==> src/rtl/keypad_scanner_if.sv <==
// Keypad-side and key-event signals of keypad_scanner, bundled for the scanner
// and its consumer.
interface keypad_scanner_if;
    // key_valid is a one-cycle strobe with no back-pressure; key_code is valid
    // with it and holds its value until the next accepted key.
    logic [3:0] row;
    logic [3:0] col;
    logic [3:0] key_code;
    logic       key_valid;
    logic       key_held;
    logic [1:0] state;

    modport slave (
        input  row,
        output col,
        output key_code,
        output key_valid,
        output key_held,
        output state
    );

    modport master (
        output row,
        input  col,
        input  key_code,
        input  key_valid,
        input  key_held,
        input  state
    );
endinterface

==> src/rtl/keypad_scanner.sv <==
// 4x4 matrix keypad scanner: column-at-a-time scan, full-scan debounce,
// one hex key code per press.
module keypad_scanner #(
    parameter int SCAN_TICKS     = 100000,
    parameter int DEBOUNCE_SCANS = 4
) (
    input logic            clk,
    input logic            reset,
    keypad_scanner_if.slave kp
);
    localparam int TW = $clog2(SCAN_TICKS);
    localparam int CW = $clog2(DEBOUNCE_SCANS + 1);

    typedef enum logic [1:0] {IDLE, DEBOUNCE, PRESSED} state_t;

    logic [3:0]    row_meta, row_sync;
    logic [TW-1:0] tick;
    logic [1:0]    col_idx;
    logic [15:0]   snap;       // bit c*4+r set = key at row r / column c pressed
    logic [15:0]   snap_full;
    logic          tick_last, scan_done;

    state_t        state, state_n;
    logic [3:0]    cand, cand_n;
    logic [CW-1:0] cnt, cnt_n;
    logic [3:0]    code, code_n;
    logic          held, held_n;
    logic          valid, valid_n;

    logic          found, multi, single, none;
    logic [3:0]    k;

    function automatic logic [3:0] key_map(input logic [3:0] idx);
        case (idx)
            4'd0:  key_map = 4'h1;  4'd1:  key_map = 4'h4;
            4'd2:  key_map = 4'h7;  4'd3:  key_map = 4'h0;
            4'd4:  key_map = 4'h2;  4'd5:  key_map = 4'h5;
            4'd6:  key_map = 4'h8;  4'd7:  key_map = 4'hF;
            4'd8:  key_map = 4'h3;  4'd9:  key_map = 4'h6;
            4'd10: key_map = 4'h9;  4'd11: key_map = 4'hE;
            4'd12: key_map = 4'hA;  4'd13: key_map = 4'hB;
            4'd14: key_map = 4'hC;  default: key_map = 4'hD;
        endcase
    endfunction

    assign tick_last = (tick == TW'(SCAN_TICKS - 1));
    assign scan_done = tick_last && (col_idx == 2'd3);
    assign kp.col    = ~(4'b0001 << col_idx);

    always_ff @(posedge clk or negedge reset) begin
        if (!reset) begin
            row_meta <= 4'hF;
            row_sync <= 4'hF;
            tick     <= '0;
            col_idx  <= 2'd0;
            snap     <= '0;
        end else begin
            row_meta <= kp.row;
            row_sync <= row_meta;
            if (tick_last) begin
                tick                       <= '0;
                col_idx                    <= col_idx + 2'd1;
                snap[{col_idx, 2'b00} +: 4] <= ~row_sync;
            end else begin
                tick <= tick + TW'(1);
            end
        end
    end

    // The column-3 slice is being latched on scan done, so classify with it folded in.
    assign snap_full = {~row_sync, snap[11:0]};

    always_comb begin
        found = 1'b0;
        multi = 1'b0;
        k     = 4'h0;
        for (int i = 0; i < 16; i++) begin
            if (snap_full[i]) begin
                if (found) multi = 1'b1;
                found = 1'b1;
                k     = key_map(4'(i));
            end
        end
        single = found && !multi;
        none   = !found;
    end

    always_ff @(posedge clk or negedge reset) begin
        if (!reset) begin
            state <= IDLE;
            cand  <= 4'h0;
            cnt   <= '0;
            code  <= 4'h0;
            held  <= 1'b0;
            valid <= 1'b0;
        end else begin
            state <= state_n;
            cand  <= cand_n;
            cnt   <= cnt_n;
            code  <= code_n;
            held  <= held_n;
            valid <= valid_n;
        end
    end

    always_comb begin
        state_n = state;
        cand_n  = cand;
        cnt_n   = cnt;
        code_n  = code;
        held_n  = held;
        valid_n = 1'b0;
        if (scan_done) begin
            case (state)
                IDLE: begin
                    if (single) begin
                        cand_n  = k;
                        cnt_n   = CW'(1);
                        state_n = DEBOUNCE;
                    end
                end
                DEBOUNCE: begin
                    if (single && (k == cand)) begin
                        if (cnt == CW'(DEBOUNCE_SCANS - 1)) begin
                            state_n = PRESSED;
                            valid_n = 1'b1;
                            code_n  = cand;
                            held_n  = 1'b1;
                            cnt_n   = '0;
                        end else begin
                            cnt_n = cnt + CW'(1);
                        end
                    end else if (single) begin
                        cand_n = k;
                        cnt_n  = CW'(1);
                    end else begin
                        state_n = IDLE;
                        cnt_n   = '0;
                    end
                end
                PRESSED: begin
                    if (none) begin
                        if (cnt == CW'(DEBOUNCE_SCANS - 1)) begin
                            state_n = IDLE;
                            held_n  = 1'b0;
                            cnt_n   = '0;
                        end else begin
                            cnt_n = cnt + CW'(1);
                        end
                    end else begin
                        cnt_n = '0;
                    end
                end
                default: begin
                    state_n = IDLE;
                    cnt_n   = '0;
                end
            endcase
        end
    end

    assign kp.key_code  = code;
    assign kp.key_valid = valid;
    assign kp.key_held  = held;
    assign kp.state     = state;
endmodule
==> src/flat_wrapper.sv <==
// flat-port wrapper written by rule: the top's interface ports become plain ports
module keypad_scanner_flat 
#(
    parameter int SCAN_TICKS     = 100000,
    parameter int DEBOUNCE_SCANS = 4
)
  (clk, reset, kp_row, kp_col, kp_key_code, kp_key_valid, kp_key_held, kp_state);
  keypad_scanner_if kp_i ();
  input logic clk;
  input logic reset;
  input wire logic [$bits(kp_i.row)-1:0] kp_row;
  output wire logic [$bits(kp_i.col)-1:0] kp_col;
  output wire logic [$bits(kp_i.key_code)-1:0] kp_key_code;
  output wire logic [$bits(kp_i.key_valid)-1:0] kp_key_valid;
  output wire logic [$bits(kp_i.key_held)-1:0] kp_key_held;
  output wire logic [$bits(kp_i.state)-1:0] kp_state;
  assign kp_i.row = kp_row;
  assign kp_col = kp_i.col;
  assign kp_key_code = kp_i.key_code;
  assign kp_key_valid = kp_i.key_valid;
  assign kp_key_held = kp_i.key_held;
  assign kp_state = kp_i.state;
  keypad_scanner #(.SCAN_TICKS(SCAN_TICKS), .DEBOUNCE_SCANS(DEBOUNCE_SCANS)) u_core (.clk(clk), .reset(reset), .kp(kp_i));
endmodule
==> config.mk <==
export PLATFORM = sky130hd
export DESIGN_NAME = keypad_scanner_flat
export DESIGN_NICKNAME = d
export VERILOG_FILES = /design/src/rtl/keypad_scanner_if.sv /design/src/rtl/keypad_scanner.sv /design/src/flat_wrapper.sv
export SDC_FILE = /design/constraint.sdc
export NUM_CORES = 1
export LEC_CHECK = 0
export CAP_MARGIN = 10
export CORE_MARGIN = 2
export CORE_UTILIZATION = 25
export DETAILED_ROUTE_END_ITERATION = 10
export PLACE_DENSITY = 0.39
export SLEW_MARGIN = 20
export SYNTH_ARGS = -nofsm -noshare
export SYNTH_HDL_FRONTEND = slang
export SYNTH_SLANG_ARGS = --single-unit
==> constraint.sdc <==
create_clock -name clk -period 3.2 [get_ports clk]
set_input_delay 0.64 -clock clk [delete_from_list [all_inputs] [get_ports clk]]
set_output_delay 0.64 -clock clk [all_outputs]
set_load 0.01 [all_outputs]
-- Yosys cells after proc, flatten, opt, wreduce, memory -nomap -nowiden
Index checks and enable logic that the tools add are counted.
- add/subtract/negate cells: 4
- equal/unequal tests: 14
- shift-type cells: 3
- muxes and demuxes: 89
- bitwise gates (word level): 2
- reductions and logical operators: 12
- operators with widths (kind ; number):
    1-bit two-way mux ; 56
    4-bit two-way mux ; 12
    3-bit two-way mux ; 9
    17-bit by 1-bit adder with 17-bit output (second input constant) ; 1
    17-bit equality test (second input constant) ; 1
    17-bit two-way mux ; 1
    16-bit bitwise mux ; 1
    4-bit by 6-bit variable shift with 16-bit output (first input constant) ; 1
    4-bit by 6-bit variable part select with 16-bit output ; 1
    2-bit two-way mux ; 6
    6-bit AND reduction ; 2
    3-bit case mux with 3 select lines ; 1
    2-bit by 1-bit inequality test with 1-bit output (second input constant) ; 4
    4-bit inverter ; 2
    4-bit case mux with 2 select lines ; 1
    3-bit inequality test (second input constant) ; 2
    4-bit negator with 6-bit output ; 1
    2-bit case mux with 3 select lines ; 1
    2-bit equality test (second input constant) ; 2
    4-bit equality test ; 1
    2-bit inequality test (second input constant) ; 2
    4-bit AND reduction ; 1
    2-bit nonzero test ; 2
    1-bit by 2-bit left shift with 4-bit output (first input constant) ; 1
    10 further kinds ; 12
- register bits after elaboration: 58
- input bits: 6
- output and inout port bits: 12
- logic and storage cells: 135

-- Longest topological paths before layout
- depth in word-level cells: 37
- depth in mapped cells: 8
- depth with buffers taken out: 8

-- Worst setup path after synthesis
OpenSTA, ideal clock, no wires.
- path type: register -> register
- start point: register u_core.snap[2]
- end point: register u_core.code[0] (netlist: u_core.kp.key_code[0])
- arrival: 2.761 ns
- required time: 3.075 ns
- slack: 0.314 ns
- cell stages (with the launch flop): 8
- buffers on the path: 0
- clock period less this slack: 2.886 ns
- cells stage by stage: dfrtp_1 or4_4 or4_4 a21oi_2 nand3_2 nor4_4 nor3b_4 mux2_2
- cells in the longest elaborated chain, start to end: 31
- elaborated cells on any way between the ends: 60
- those cells by class: 1 x eq/ne; 55 x mux; 4 x reduce/logical
- RTL lines (element ; RTL line ; text):
    from (decl) ; keypad_scanner.sv:19 ; logic [15:0] snap;
    from (signal, indexed assignment) ; keypad_scanner.sv:63 ; snap[{col_idx, 2'b00} +: 4] <= ~row_sync;
    1-bit two-way mux ; keypad_scanner.sv:78 ; if (snap_full[i]) begin
    1-bit two-way mux ; keypad_scanner.sv:79 ; if (found) multi = 1'b1;
    1-bit two-way mux ; keypad_scanner.sv:78 ;
    1-bit two-way mux ; keypad_scanner.sv:79 ;
    1-bit two-way mux ; keypad_scanner.sv:78 ;
    1-bit two-way mux ; keypad_scanner.sv:79 ;
    1-bit two-way mux ; keypad_scanner.sv:78 ;
    1-bit two-way mux ; keypad_scanner.sv:79 ;
    [15 not listed] ; -- ;
    1-bit two-way mux ; keypad_scanner.sv:79 ;
    1-bit two-way mux ; keypad_scanner.sv:78 ;
    1-bit two-way mux ; keypad_scanner.sv:79 ;
    1-bit two-way mux ; keypad_scanner.sv:78 ;
    1-bit zero test ; keypad_scanner.sv:84 ; single = found && !multi;
    1-bit logical AND ; keypad_scanner.sv:84 ;
    1-bit logical AND * ; keypad_scanner.sv:123 ; if (single && (k == cand)) begin
    4-bit AND reduction (no line) * ; -- ;
    to (signal assigned) ; keypad_scanner.sv:100 ; code <= code_n;
    to (decl) ; keypad_scanner.sv:26 ; logic [3:0] code, code_n;
Every way passes the cells marked *; elsewhere a longest branch is shown, timed or not.
A chain may end at the register's enable or synchronous reset.

-- Worst setup path after layout
- start point: register u_core.snap[2]
- end point: register u_core.code[2] (netlist: u_core.kp.key_code[2])
Same word-level chain as after synthesis.

==> results.ini <==
[placement]
dp_hpwl_um=5314
pre_cts_ws_ns=0.1841
place_congestion=0.8041
numPortBuffers=17

[timing]
rsz0062_at_grt=no
fin_crit_sh_pct=94.11
maxSlewHeadroom_pct=38.88
fin_skew_ns=0.006752
final.setup.tns_ns=0
finalWorstSetupSlack_ns=0.1885
final-hold-violation-count=0
report.final.slew_viol_count=0
setup_viol=0
worst_hold_slack_ns=0.3572
fmax_mhz=332.1
worst_slew_pin_slew_ns=0.9168
fin_crit_ns=3.011

[detailed_routing]
firstDrtPassIters=4
finalWirelength_um=7222
wire_per_inst_um=14.89
drcViolationCount=0
viasPerCell=4.825
antenna_left=0
via_count=2340
drt_iter0_drc=99

[pwr]
p_total_mw=1.303
internal-power_mw=1.003
leakagePower_nw=1.543
switchingPower_uw=300.0
combPwrFrac_pct=4.0
seqPwrFrac_pct=53.7
p_per_area_mw_per_mm2=365.0
p_sw_share_pct=23.02
ir_worst_vdd_mv=0.1677
clkPwrFrac_pct=42.3

[hold_path]
hp-start=u_core.row_meta[1]
hold_class=flip-flop to flip-flop
hold_path_end=u_core.row_sync[1]
whs_path_depth=0

[setup_path]
end_kind=flip-flop
critical_path.most_common_cell=or4_4
reg2reg_depth=7
arrival_ns=3.19
cp-start-kind=flip-flop
timing.rr.end=u_core.kp.key_code[2]
critical_path.slowest_cell=or4_4
critPathRequiredTime_ns=3.38
crit_chain=or4_4, or4_4, a21oi_2, nand3_2, nor4_4, nor3b_4, mux2_2
critPathMaxStageDelay_ns=0.59
worstPathMaxFanout=7
r2r_start=u_core.snap[2]
critPathKind=flip-flop to flip-flop
rrSetupSlack_ns=0.19

[logic_synthesis]
yosys_register_bits=54
synth_most_common_cell=dfrtp_1
syn_avg_cell_area_um2=9.802
synth_edf_count=0
yosys_warnings=0
synth_cell_types=60
ys_seq_area_share_pct=45.09
yosysTopAreaCell=dfrtp_1
syn-cell-area_mm2=0.003019
synth_commonest_cells=46 x dfrtp_1, 39 x nand2_1, 20 x nor2_1, 19 x o31ai_1, 17 x inv_1
syn-instance-count=308
async_flop_share_pct=100.0
synth_top_area_share_pct=38.13
syn_nets=325
synthFlopType=dfrtp_1
synthTopCellsByArea=dfrtp_1 38%, dfstp_2 7.0%, nand2_1 4.8%

[run]
drv_cap=0

[clock_network]
cts-root-buf=clkbuf_16
clock-sinks=54
clockBufferDepth=2
clkTransAtPathRegs_ns=0.07
insertion_delay_ns=0.29
cts_tree=built
cts_resized=0
cts-htree-levels=2
cts_buffers=5
postCtsSetupBuffers=0
cts_hold_buf=0

[floorplan]
io_pins=18
rows=40
die_w_um=113.9
initial_core_util_pct=25.35
die_area_mm2=0.01297
core_region_area_mm2=0.01191
die_h_um=113.9

[global_routing]
grt_pass1_wl_um=11960
overflow=0
antenna_found_initial=0
grt_pass1_vias=2278
grt_usage_pct=11.76
grt_max_degree=39

[cells_and_area]
drive_above_1_share_pct=13.91
fin_util_pct=29.98
area_growth_pct=18.28
fillers=1274
fin_nets=354
diodes=0

[outcome]
status=complete, no violations

-- worst max path at each step --
| stage | startpoint | slack, ns | to | cells after the start |
|---|---|---|---|---|
| global placement | u_core.snap[2] | 0.22 | u_core.kp.key_code[0] | 7 |
| finish | u_core.snap[2] | 0.19 | u_core.kp.key_code[2] | 7 |
| detailed placement | u_core.snap[2] | 0.18 | u_core.kp.key_code[2] | 7 |
| CTS | u_core.snap[2] | 0.17 | u_core.kp.key_code[2] | 7 |
| floorplan | u_core.snap[2] | 0.31 | u_core.kp.key_code[0] | 7 |
| global route | u_core.snap[2] | 0.04 | u_core.kp.key_code[2] | 7 |
-- power by group through the flow --
stage	sequential [mW]	combinational (mW)	clock (mW)
after CTS	0.700	0.0539	0.581
after global placement	0.714	0.0535	0
after global routing	0.702	0.0598	0.605
final	0.700	0.0517	0.551
after detailed placement	0.713	0.0538	0
after floorplan	0.708	0.0264	0
-- through the flow --
step,std cells,area [µm²]
after floorplan,308,3019
after global placement,477,3428
after detailed placement,477,3428
after CTS,485,3571
after global routing,485,3571
final,485,3571
-- metal layers --
| layer | GRT usage (%) | routed length [µm] | up-vias |
|---|---|---|---|
| met2 | 18.92 | 3376 | 17 |
| met1 | 16.52 | 3650 | 1128 |
| li1 | - | - | 1189 |
| met5 | 0 | 0 | - |
| met3 | 2.232 | 137 | 6 |
| met4 | 2.520 | 59 | 0 |
-- placed cells by master (no fill, tap or decap), drive strengths merged, types with 5 or more instances in the layout --
cell           Yosys  routed
buf                0      12
nor4               5       5
nor3              11      11
or3                5       5
o31ai             19      19
nor2              20      20
inv               17      18
ha                11      11
a21oi             10      10
clkbuf             6       6
nand3             10      10
mux2               8       8
nand4              6       6
xor2               7       7
clkdlybuf4s50      0      16
xnor2              9       9
dfrtp             46      46
nand2             39      39
dfstp              8       8
or4                7       7
o21ai             10      10
-- critical path: cells and delay by family, from the launching register on --
family             cells  cell delay [ns]
DFF                    1             0.45
muxes                  1             0.37
AOI/OAI and AO/OA      1             0.20
and+or+nand+nor        5             1.90
-- state kept, by name, summed over array words and instances (netlist names), 3 cells and up --
| signal | count |
|---|---|
| u_core.cand | 4 |
| u_core.cnt | 3 |
| u_core.row_sync | 4 |
| u_core.tick | 17 |
| u_core.kp.key_code | 4 |
| u_core.snap | 12 |
| u_core.row_meta | 4 |
-- logic make-up after synthesis --
kind of cell / count (synthesis) / synth area share, %
AND/OR/NAND/NOR: 129 / 23.75
AO/OA/AOI/OAI: 63 / 14.80
flip-flops: 54 / 45.09
buffers and inverters: 23 / 2.859
XOR/XNOR: 16 / 4.642
adder cells (fa/ha/maj): 12 / 4.890
multiplexers: 11 / 3.979
-- cell type report --
class | instances | area [µm²] | share of cell area [%]
Timing Repair Buffer | 28 | 247.7 | 6.938
Multi-Input combinational cell | 231 | 1572 | 44.01
Sequential cell | 54 | 1361 | 38.12
Inverter | 17 | 63.81 | 1.787
Clock buffer | 6 | 128.9 | 3.609
Clock inverter | 2 | 13.76 | 0.3854
Tap cell | 147 | 183.9 | 5.151
Power figures use the tool's default switching activity.
